$ cat src/rtl/fetch_controller_pkg.sv
// Shared types and widths for the fetch controller slice.
// Optional timeout feature is enabled with FETCH_TIMEOUT_EN.
package fetch_controller_pkg;

    localparam int unsigned ADDR_W  = 16;
    localparam int unsigned INSTR_W = 16;

    typedef enum logic [1:0] {
        ST_IDLE  = 2'd0,
        ST_REQ   = 2'd1,
        ST_ISSUE = 2'd2,
        ST_HALT  = 2'd3
    } fetch_state_e;

endpackage

$ cat src/rtl/fetch_controller_timeout_counter.sv
// Counts consecutive un-acked request cycles for the fetch controller.
// Only compiled and used when FETCH_TIMEOUT_EN is defined.
`ifdef FETCH_TIMEOUT_EN
module fetch_timeout_counter #(
    parameter int unsigned TIMEOUT = 15
) (
    input  logic clk,
    input  logic rst_n,
    input  logic clear,
    input  logic count_en,
    output logic expired
);

    localparam int unsigned CNT_W = $clog2(TIMEOUT + 1);

    logic [CNT_W-1:0] cnt_q, cnt_d;

    // expired fires during the TIMEOUT-th un-acked cycle, so the FSM leaves REQ on that edge
    always_comb begin
        expired = count_en && (cnt_q == CNT_W'(TIMEOUT - 1));
        cnt_d   = cnt_q;
        if (clear) begin
            cnt_d = '0;
        end else if (count_en && !expired) begin
            cnt_d = cnt_q + 1'b1;
        end
    end

    always_ff @(posedge clk or negedge rst_n) begin
        if (!rst_n) begin
            cnt_q <= '0;
        end else begin
            cnt_q <= cnt_d;
        end
    end

endmodule
`endif

$ cat src/rtl/fetch_controller.sv
// Instruction fetch FSM: request, capture, present, advance PC or halt.
// Define FETCH_TIMEOUT_EN to add the memory-ack timeout and sticky timeout_err.
module fetch_controller
    import fetch_controller_pkg::*;
#(
    parameter logic [ADDR_W-1:0] RESET_VEC = 16'h0000,
    parameter int unsigned       TIMEOUT   = 15
) (
    input  logic               clk,
    input  logic               rst_n,
    input  logic               stall,
    input  logic               hlt,
    input  logic               redirect,
    input  logic [ADDR_W-1:0]  redirect_addr,
    output logic               imem_req,
    output logic [ADDR_W-1:0]  imem_addr,
    input  logic               imem_ack,
    input  logic [INSTR_W-1:0] imem_rdata,
    output logic [INSTR_W-1:0] instr,
    output logic               instr_valid,
    output logic [ADDR_W-1:0]  instr_pc,
    output logic               halted,
    output logic               timeout_err
);

    fetch_state_e       state_q, state_d;
    logic [ADDR_W-1:0]  pc_q, pc_d;
    logic [INSTR_W-1:0] instr_q, instr_d;
    logic [ADDR_W-1:0]  instr_pc_q, instr_pc_d;
    logic               timeout_hit;

`ifdef FETCH_TIMEOUT_EN
    logic timeout_err_q, timeout_err_d;
    logic timeout_clear, timeout_count;

    always_comb begin
        timeout_clear = (state_d == ST_REQ) && (state_q != ST_REQ);
        timeout_count = (state_q == ST_REQ) && !imem_ack;
        timeout_err_d = timeout_err_q | timeout_hit;
    end

    fetch_timeout_counter #(
        .TIMEOUT (TIMEOUT)
    ) u_timeout (
        .clk      (clk),
        .rst_n    (rst_n),
        .clear    (timeout_clear),
        .count_en (timeout_count),
        .expired  (timeout_hit)
    );

    always_ff @(posedge clk or negedge rst_n) begin
        if (!rst_n) begin
            timeout_err_q <= 1'b0;
        end else begin
            timeout_err_q <= timeout_err_d;
        end
    end

    assign timeout_err = timeout_err_q;
`else
    // TIMEOUT has no effect without the timeout feature; REQ waits indefinitely
    logic unused_timeout;
    assign unused_timeout = (TIMEOUT != 0);
    assign timeout_hit    = 1'b0;
    assign timeout_err    = 1'b0;
`endif

    always_ff @(posedge clk or negedge rst_n) begin
        if (!rst_n) begin
            state_q    <= ST_IDLE;
            pc_q       <= RESET_VEC;
            instr_q    <= '0;
            instr_pc_q <= '0;
        end else begin
            state_q    <= state_d;
            pc_q       <= pc_d;
            instr_q    <= instr_d;
            instr_pc_q <= instr_pc_d;
        end
    end

    always_comb begin
        state_d    = state_q;
        pc_d       = pc_q;
        instr_d    = instr_q;
        instr_pc_d = instr_pc_q;
        case (state_q)
            ST_IDLE: begin
                state_d = ST_REQ;
            end
            ST_REQ: begin
                if (imem_ack) begin
                    instr_d    = imem_rdata;
                    instr_pc_d = pc_q;
                    state_d    = ST_ISSUE;
                end else if (timeout_hit) begin
                    state_d = ST_HALT;
                end
            end
            ST_ISSUE: begin
                // redirect outranks hlt; both are ignored while stalled
                if (!stall) begin
                    if (redirect) begin
                        pc_d    = redirect_addr;
                        state_d = ST_REQ;
                    end else if (hlt) begin
                        state_d = ST_HALT;
                    end else begin
                        pc_d    = pc_q + 1'b1;
                        state_d = ST_REQ;
                    end
                end
            end
            ST_HALT: begin
                state_d = ST_HALT;
            end
            default: begin
                state_d = ST_IDLE;
            end
        endcase
    end

    always_comb begin
        imem_req    = (state_q == ST_REQ);
        instr_valid = (state_q == ST_ISSUE);
        halted      = (state_q == ST_HALT);
        imem_addr   = pc_q;
        instr       = instr_q;
        instr_pc    = instr_pc_q;
    end

endmodule

$ cat config.mk
export PLATFORM = sky130hd
export DESIGN_NAME = fetch_controller
export DESIGN_NICKNAME = d
export VERILOG_FILES = /design/src/rtl/fetch_controller_pkg.sv /design/src/rtl/fetch_controller_timeout_counter.sv /design/src/rtl/fetch_controller.sv
export SDC_FILE = /design/constraint.sdc
export NUM_CORES = 1
export LEC_CHECK = 0
export ABC_AREA = 1
export ABC_CLOCK_PERIOD_IN_PS = 1900
export BUFFER_PORTS_ARGS = -buffer_cell sky130_fd_sc_hd__buf_2
export CORE_MARGIN = 2
export CORE_UTILIZATION = 30
export CTS_BUF_LIST = sky130_fd_sc_hd__clkbuf_4
export DETAILED_ROUTE_END_ITERATION = 12
export PLACE_DENSITY = 0.64
export SLEW_MARGIN = 40
export SYNTH_ARGS = -nofsm -noshare
export SYNTH_HDL_FRONTEND = slang
export SYNTH_SLANG_ARGS = --single-unit
$ cat constraint.sdc
create_clock -name clk -period 1.9 [get_ports clk]
set_input_delay 0.285 -clock clk [delete_from_list [all_inputs] [get_ports clk]]
set_output_delay 0.285 -clock clk [all_outputs]
set_load 0.02 [all_outputs]
==> results of run 1 <==
==> cell type report <==
class                      instances  area [um^2]
sequential                        50         1250
timing repair buffer              92          485
clock buffer                       5         37.5
clock inverter                     3         63.8
tap                              105          131
fill                             874         4970
inverter                          26          103
multi-input combinational        188         1050
==> kinds of logic (layout without fill, tap and decap cells) <==
logic type      after synthesis  in the layout  synth area share, %
flops                        50             50                 50.6
buf+inv                      36            126                 6.84
simple gates                123            123                 21.2
mux                          20             20                 11.4
fa+ha+maj                     1              1                0.506
compound gates               43             43                 9.32
other cells                   1              1                0.152
==> worst max-delay path, delay by kind of cell, from the launching register on <==
| kind | cells | cell delay (ns) |
|---|---|---|
| DFF | 1 | 0.46 |
| and+or+nand+nor | 5 | 0.49 |
| adders and majority gates | 1 | 0.23 |
| AOI/OAI and AO/OA | 1 | 0.16 |
| buffers and inverters | 1 | 0.15 |
==> flip-flops by register name (all words and copies together) (netlist names) <==
| name | flops |
|---|---|
| imem_addr | 16 |
| instr | 16 |
| instr_pc | 16 |
| state_q | 2 |
==> routing by layer <==
layer | routed length, um | up-vias
met2 | 2760 | 80
met4 | 184 | 0
li1 | - | 1074
met1 | 2600 | 988
met3 | 407 | 15
met5 | 0 | -
==> power by group through the flow <==
stage	sequential (mW)	clock (mW)	combinational, mW
finish	1.12	0.736	0.222
global route	1.12	0.825	0.252
global placement	1.14	0	0.221
floorplan	1.16	0	0.0838
detailed placement	1.14	0	0.224
CTS	1.12	0.764	0.227
==> layout by cell type (no fill, tap or decap), drive strengths merged, types with 2 or more instances in the layout <==
cell type / Yosys / final
a21oi: 9 / 9
inv: 25 / 25
nand3: 15 / 15
nor2: 31 / 31
buf: 6 / 91
nand4: 4 / 4
mux2: 20 / 20
o21ai: 27 / 27
a22oi: 2 / 2
bufinv: 0 / 2
dfrtp: 50 / 50
clkinv: 1 / 2
clkbuf: 4 / 5
o22ai: 2 / 2
nand2: 72 / 72
==> stage by stage <==
| stage | cells | hold WS (ns) |
|---|---|---|
| 2_1_floorplan | 274 | -0.0106 |
| 3_3_place_gp | 460 | 0.297 |
| 3_5_place_dp | 460 | 0.296 |
| 4_1_cts | 469 | 0.125 |
| 5_1_grt | 469 | 0.0923 |
| 6_report | 469 | 0.145 |
==> final timing paths <==
check	start	to	slack, ns
max	imem_addr[1]$_DFFE_PN0P_	imem_addr[12]$_DFFE_PN0P_	0.31
min	imem_rdata[9]	instr[9]$_DFFE_PN0P_	0.15
max reg2reg	imem_addr[1]$_DFFE_PN0P_	imem_addr[12]$_DFFE_PN0P_	0.31
min reg2reg	instr_pc[11]$_DFFE_PN0P_	instr_pc[11]$_DFFE_PN0P_	0.50
max in group asynchronous	rst_n	instr[6]$_DFFE_PN0P_	1.25
min in group asynchronous	rst_n	instr[11]$_DFFE_PN0P_	0.42
==> flow_results.org, run 1 <==
** Status
- Status :: finished clean

** Logic synthesis
- Portion of synthesized cell area occupied by the leading cell type :: 50.6%
- The commonest cells after synthesis are 69 x sky130_fd_sc_hd__nand2_1, 50 x sky130_fd_sc_hd__dfrtp_1, 28 x sky130_fd_sc_hd__nor2_1, 25 x sky130_fd_sc_hd__o21ai_0, 23 x sky130_fd_sc_hd__inv_1.
- Post-synth design cell area :: 2470 um^2
- Counting flops and latches in the post-synthesis netlist gives 50.
- After synthesis, the netlist uses 29 different library cells.
- Of all cell types, the one taking the most synthesized area is sky130_fd_sc_hd__dfrtp_1.
- The most used flip-flop cell after synthesis is sky130_fd_sc_hd__dfrtp_1.
- Share of synthesized area occupied by flip-flops and latches :: 50.6%
- Synth Net Count :: 313
- Mapped Avg Cell Area :: 9.02 um^2
- Leading cell type by number of instances after synthesis :: sky130_fd_sc_hd__nand2_1
- Post-synth EDFFs :: 0
- Top area cells in the synthesized netlist :: sky130_fd_sc_hd__dfrtp_1 51%, sky130_fd_sc_hd__nand2_1 10%, sky130_fd_sc_hd__mux2_4 9.1%
- Asr flop ratio synth :: 100%
- Synth warnings :: 0
- After technology mapping, the gate count stands at 274.

** Global route
- Total GRT Usage :: 13.6%
- The via count of the first global-routing pass was 2040.
- Global-route wire length before repair :: 9470 um
- Entering global routing, the biggest net connects 51 pins.
- Most Crowded Layer GR :: met2
- M3 GR Usage :: 4.31%
- Global-route track usage on met2 :: 22.0%
- Global routing finished with a remaining overflow of 0.
- Grt met1 use :: 16.9%
- The number of antenna violations at the first check in global routing is 0.

** Critical path
- The critical path goes through ha_1 > nand3_1 > inv_1 > nand2_1 > o21ai_0 > nand3_1 > nand2_1 > nand2_1.
- The worst setup path is launched from a flop.
- Among all stages on the critical path, the largest delay is contributed by sky130_fd_sc_hd__dfrtp_1.
- Most common cell type on the critical path :: sky130_fd_sc_hd__nand2_1
- STA puts the critical path data required time at 2.17 ns.
- STA classifies the critical path endpoint as a flop.
- The largest single stage delay on the critical path is 0.46 ns.
- Data arrival at the endpoint of the critical path :: 1.86 ns
- Worst-case reg-to-reg path depth :: 8
- Top fanout value on the critical path :: 6
- Startpoint-to-endpoint class of the critical path :: reg2reg

** STA
- Fin. Hold Viols :: 0
- For the final database, setup skew stands at 0.00876 ns.
- Shortest period the worst path allows :: 1.59 ns
- Count of final max-slew check failures :: 0
- Normalized max-slew margin :: 62.0%
- Setup repair after global routing missed its margin :: false
- Period utilisation layout :: 83.5%
- Summed negative setup slack over all endpoints :: 0 ns
- Setup violations remaining at the end of the flow were counted as 0.
- Post-route worst setup slack :: 0.313 ns
- Worst Max-Slew Pin Slew :: 0.571 ns
- Max Clk Rate :: 0.630 GHz

** Layout
- The number of antenna diodes in the final layout is 0.
- Net count reported at finish :: 402
- Post-route cell area :: 3120 um^2
- Cells with a size suffix above 1 make up 35.2% of the layout.
- Once layout is complete, the utilization of the core stands at 38.6%.
- Area added between synthesis and finish :: 26.4%

** Power
- Clock network power share :: 35.5%
- Part of the total power dissipated in combinational logic :: 10.7%
- Design internal power :: 1.57 mW
- Power dissipated by switching net loads :: 0.502 mW
- For this design the static power due to leakage is 1.77 nW.
- Fraction of power consumed by sequential logic :: 53.8%
- Total design power :: 2.07 mW
- Power spread over the standard cell area amounts to 664 nW/um^2.
- Switching share of power :: 24.2%
- IR analysis of the VDD net gives a maximum drop of 0.284 mV.

** Die
- Initial standard-cell utilization of the core :: 30.5%
- The die covers 8980 um^2.
- Horiz. Die Dim :: 94.8 um
- Standard-cell row count :: 33
- The die is 94.8 um tall.
- Core footprint :: 8090 um^2
- Top Ports :: 90

** Clock tree
- Maximum buffer depth of the clock tree :: 2
- CTS resizes :: 0
- Clock tree synthesis selected as its root buffer the cell sky130_fd_sc_hd__clkbuf_4.
- Cts-stage hold buffer count :: 1
- The H-tree was split into 2 levels.
- Clock insertion delay at the later pin of the skew report :: 0.36 ns
- Inserted Clock Buffers :: 5
- Post-CTS Setup Repair Bufs :: 0
- After clock tree synthesis, the clock-pin slew on the worst setup and hold paths is 0.14 ns.
- TritonCTS built the clock tree.
- Sink Count :: 50

** Routing
- For this block, the initial DRC count from the detailed router was 119.
- Number of remaining DRC errors :: 0
- Remaining antenna violation count :: 0
- Routed WL per cell :: 12.7 um
- The pre-antenna-repair detailed-routing pass consisted of 4 iterations.
- The routed layout has 2157 vias.
- Dividing the detail-routed via count by the number of cells gives 4.60.
- Wires add up to 5950 um.

** Placed design
- In this run the tool buffered the top-level ports with 88 buffer cells.
- Worst setup slack before clock tree synthesis :: 0.369 ns
- Weighted congestion at the end of routability-driven global placement :: 0.855
- Once placement finished, the instance area stood at 3010 um^2.
- Once detailed placement completed, the half-perimeter wirelength came to 4470 um.

** Min path
- Counting instances, the worst hold path has a depth of 2.
- Path type of the worst min-delay path :: in2reg

** Job
- # Max-Cap Violations :: 0
No activity file was read; power rests on OpenSTA's default activity.
==> run 2, diff against run 1 <==
- ABC_CLOCK_PERIOD_IN_PS: 1900 -> 1280
- PLACE_DENSITY: 0.64 -> 0.66
- clock period: 1.9 -> 1.28 ns (I/O delays scaled with it)
==> run 2 against run 1 <==
Net effect: critical path type is now reg2out; register-to-register slack got worse by 0.36 ns; largest cell class unchanged; clock skew shrank 0.0015 ns; wire length increased by 14%; global-route usage increased by 0.93 points; the run now ends with setup timing left; worst hold slack worse by 0.096 ns.
==> flow_results.org, run 2 (synthesis gave the netlist of run 1 again) <==
** Placed design
- At the end of routability-driven placement, the weighted congestion stood at 0.868.
- Port buffering added 88 buffers.
- The HPWL after detailed placement is 4890 um.
- Placed Instances :: 481

** Routing
- Routed wire length :: 6780 um
- Routed WL per cell :: 13.2 um
- In this run the remaining antenna-violating nets after routing total 0.
- First-pass detailed-route iteration total :: 4
- Total vias in the final route :: 2353
- For this block, the initial DRC count from the detailed router was 64.
- Dividing the detail-routed via count by the number of cells gives 4.60.
- Number of remaining DRC errors :: 0

** STA
- Shortest period the worst path allows :: 1.33 ns
- The max-slew violation count came to 0.
- The final number of hold-violating endpoints was 0.
- Post-route worst setup slack :: -0.0509 ns
- Minimum hold slack :: 0.0493 ns
- Period utilisation layout :: 104%
- Between clock sinks in the finished design, the worst skew comes to 0.00723 ns.
- Derived from the worst setup path, the maximum achievable clock frequency is 0.751 GHz.
- Setup repair after global routing could not meet its margin everywhere.
- Setup violations remaining at the end of the flow were counted as 25.

** Global route
- Global-route wire length before repair :: 10200 um
- Number of global-route vias before repair :: 2175
- The number of antenna violations at the first check in global routing is 0.
- Total GRT Usage :: 14.6%
- Sum of overflow across all layers after global routing :: 0
- Entering global routing, the biggest net connects 51 pins.

** Die
- Standard-cell row count :: 33
- Core footprint :: 8090 um^2
- The die is 94.8 um tall.
- From left edge to right edge, the die measures 94.8 um.
- For this configuration, the core starts out at a cell density of 30.5%.
- For this design the top-level I/O count stands at 90.
- The die covers 8980 um^2.

** Layout
- The final layout contains 445 nets.
- Leading cell types in the layout, fill and taps excluded :: 76 x sky130_fd_sc_hd__buf_2, 61 x sky130_fd_sc_hd__nand2_1, 40 x sky130_fd_sc_hd__dfrtp_1, 30 x sky130_fd_sc_hd__buf_4, 22 x sky130_fd_sc_hd__buf_6
- Share of layout cells above drive strength 1 :: 51.6%
- Measured on the finished design, the core utilization comes to 46.3%.
- Area used by sequential logic in the layout :: 1260 um^2
- Final std cells w/o fill :: 512
- The library cell used most frequently in the layout, excluding fill and tap cells, is sky130_fd_sc_hd__buf_2.
- Count of inserted antenna diode cells :: 0
- Footprint of the multi-input gates :: 1200 um^2
- Compared with the post-synthesis result, the final layout area differs by 51.6%.
- The layout has 822 filler cells.

** Status
- Failing checks :: setup timing
- The run finished, with violations left.

** Critical path
- Data on the critical path arrives at its endpoint at 1.14 ns.
- Startpoint-to-endpoint class of the critical path :: reg2out
- Top fanout value on the critical path :: 3
- The worst setup path is launched from a flop.
- At the worst endpoint, the required time is 1.09 ns.
- Endpoint type of the worst setup path :: output pin

** Clock tree
- Clock-pin slew was measured on the worst setup and hold paths at 0.14 ns.
- Clock tree synthesis selected as its root buffer the cell sky130_fd_sc_hd__clkbuf_4.
- Counting along the longest clock path gives a buffer depth of 2.
- TritonCTS clock tree :: done
- Inserted Clock Buffers :: 5
- Sink Count :: 50
- CTS H-tree depth :: 2
- At the later pin of the worst-skew pair, clock insertion delay measures 0.36 ns.

** Power
- VDD sags by at most 0.316 mV.
- Summed over all cells, the static leakage comes to 2.03 nW.
- Total design power :: 2.85 mW
- In this run the power density over the cells is 761 nW/um^2.

** Min path
- The min-delay analysis places its worst path in the category in2reg.

** Job
- # Max-Cap Violations :: 0
run 2: stage by stage:
stage          worst slack, ns  area (um^2)  setup TNS (ns)
3_5_place_dp           -0.0326         3230         -0.0869
3_3_place_gp           -0.0279         3230         -0.0822
6_report               -0.0509         3750          -0.751
5_1_grt                 -0.116         3750           -2.78
2_1_floorplan          -0.0178         2500          -0.202
4_1_cts                -0.0699         3510          -0.336
run 2: area by class of cell:
class	count	share of cell area [%]
inverters	26	3.01
flip-flops and latches	50	33.7
clock buffers	5	1.00
well taps	105	3.51
repair buffers	135	26.3
clock inverters	3	0.434
multi-input cells	188	32.1
run 2: timing repair:
action | CTS | global route
endpoints found under the hold margin | 50 | 0
cloned | 0 | 1
endpoints found under the setup margin | 36 | 54
gates resized for setup | 33 | 55
buffers inserted | 15 | 7
pin swaps | 2 | 5
hold buffers | 1 | 0
run 2: worst max-delay path, cell delays in order (launching register included):
cell	delay (ns)
sky130_fd_sc_hd__dfrtp_1	0.43
sky130_fd_sc_hd__inv_2	0.11
sky130_fd_sc_hd__nand2_4	0.07
sky130_fd_sc_hd__inv_2	0.06
sky130_fd_sc_hd__buf_6	0.11
run 2: worst paths after layout:
check | slack (ns) | startpoint | cells past startpoint | end
worst max-delay path | -0.05 | state_q[0]$_DFFE_PN0P_ | 4 | instr_valid
worst min-delay path | 0.05 | imem_rdata[12] | 2 | instr[12]$_DFFE_PN0P_
worst max register to register | -0.05 | state_q[0]$_DFFE_PN0P_ | 5 | instr[1]$_DFFE_PN0P_
worst min register to register | 0.50 | instr_pc[10]$_DFFE_PN0P_ | 2 | instr_pc[10]$_DFFE_PN0P_
max in group asynchronous | 0.70 | rst_n | 3 | imem_addr[13]$_DFFE_PN0P_
min in group asynchronous | 0.34 | rst_n | 3 | instr[11]$_DFFE_PN0P_
run 2: power by group:
part	switching [mW]	total [mW]	leakage [nW]	internal (mW)
logic	0.263	0.486	1.35	0.223
registers	0.0420	1.66	0.643	1.61
clock network	0.502	0.709	0.0303	0.207
total	0.807	2.85	2.03	2.04
run 2: layer usage:
| layer | part of all wire, % | GRT usage, % | vias up |
|---|---|---|---|
| met1 | 44 | 18.2 | 1131 |
| met3 | 5.2 | 3.27 | 4 |
| li1 | - | - | 1158 |
| met4 | 0.62 | 3.86 | 0 |
| met5 | 0 | 0 | - |
| met2 | 50 | 25.4 | 60 |
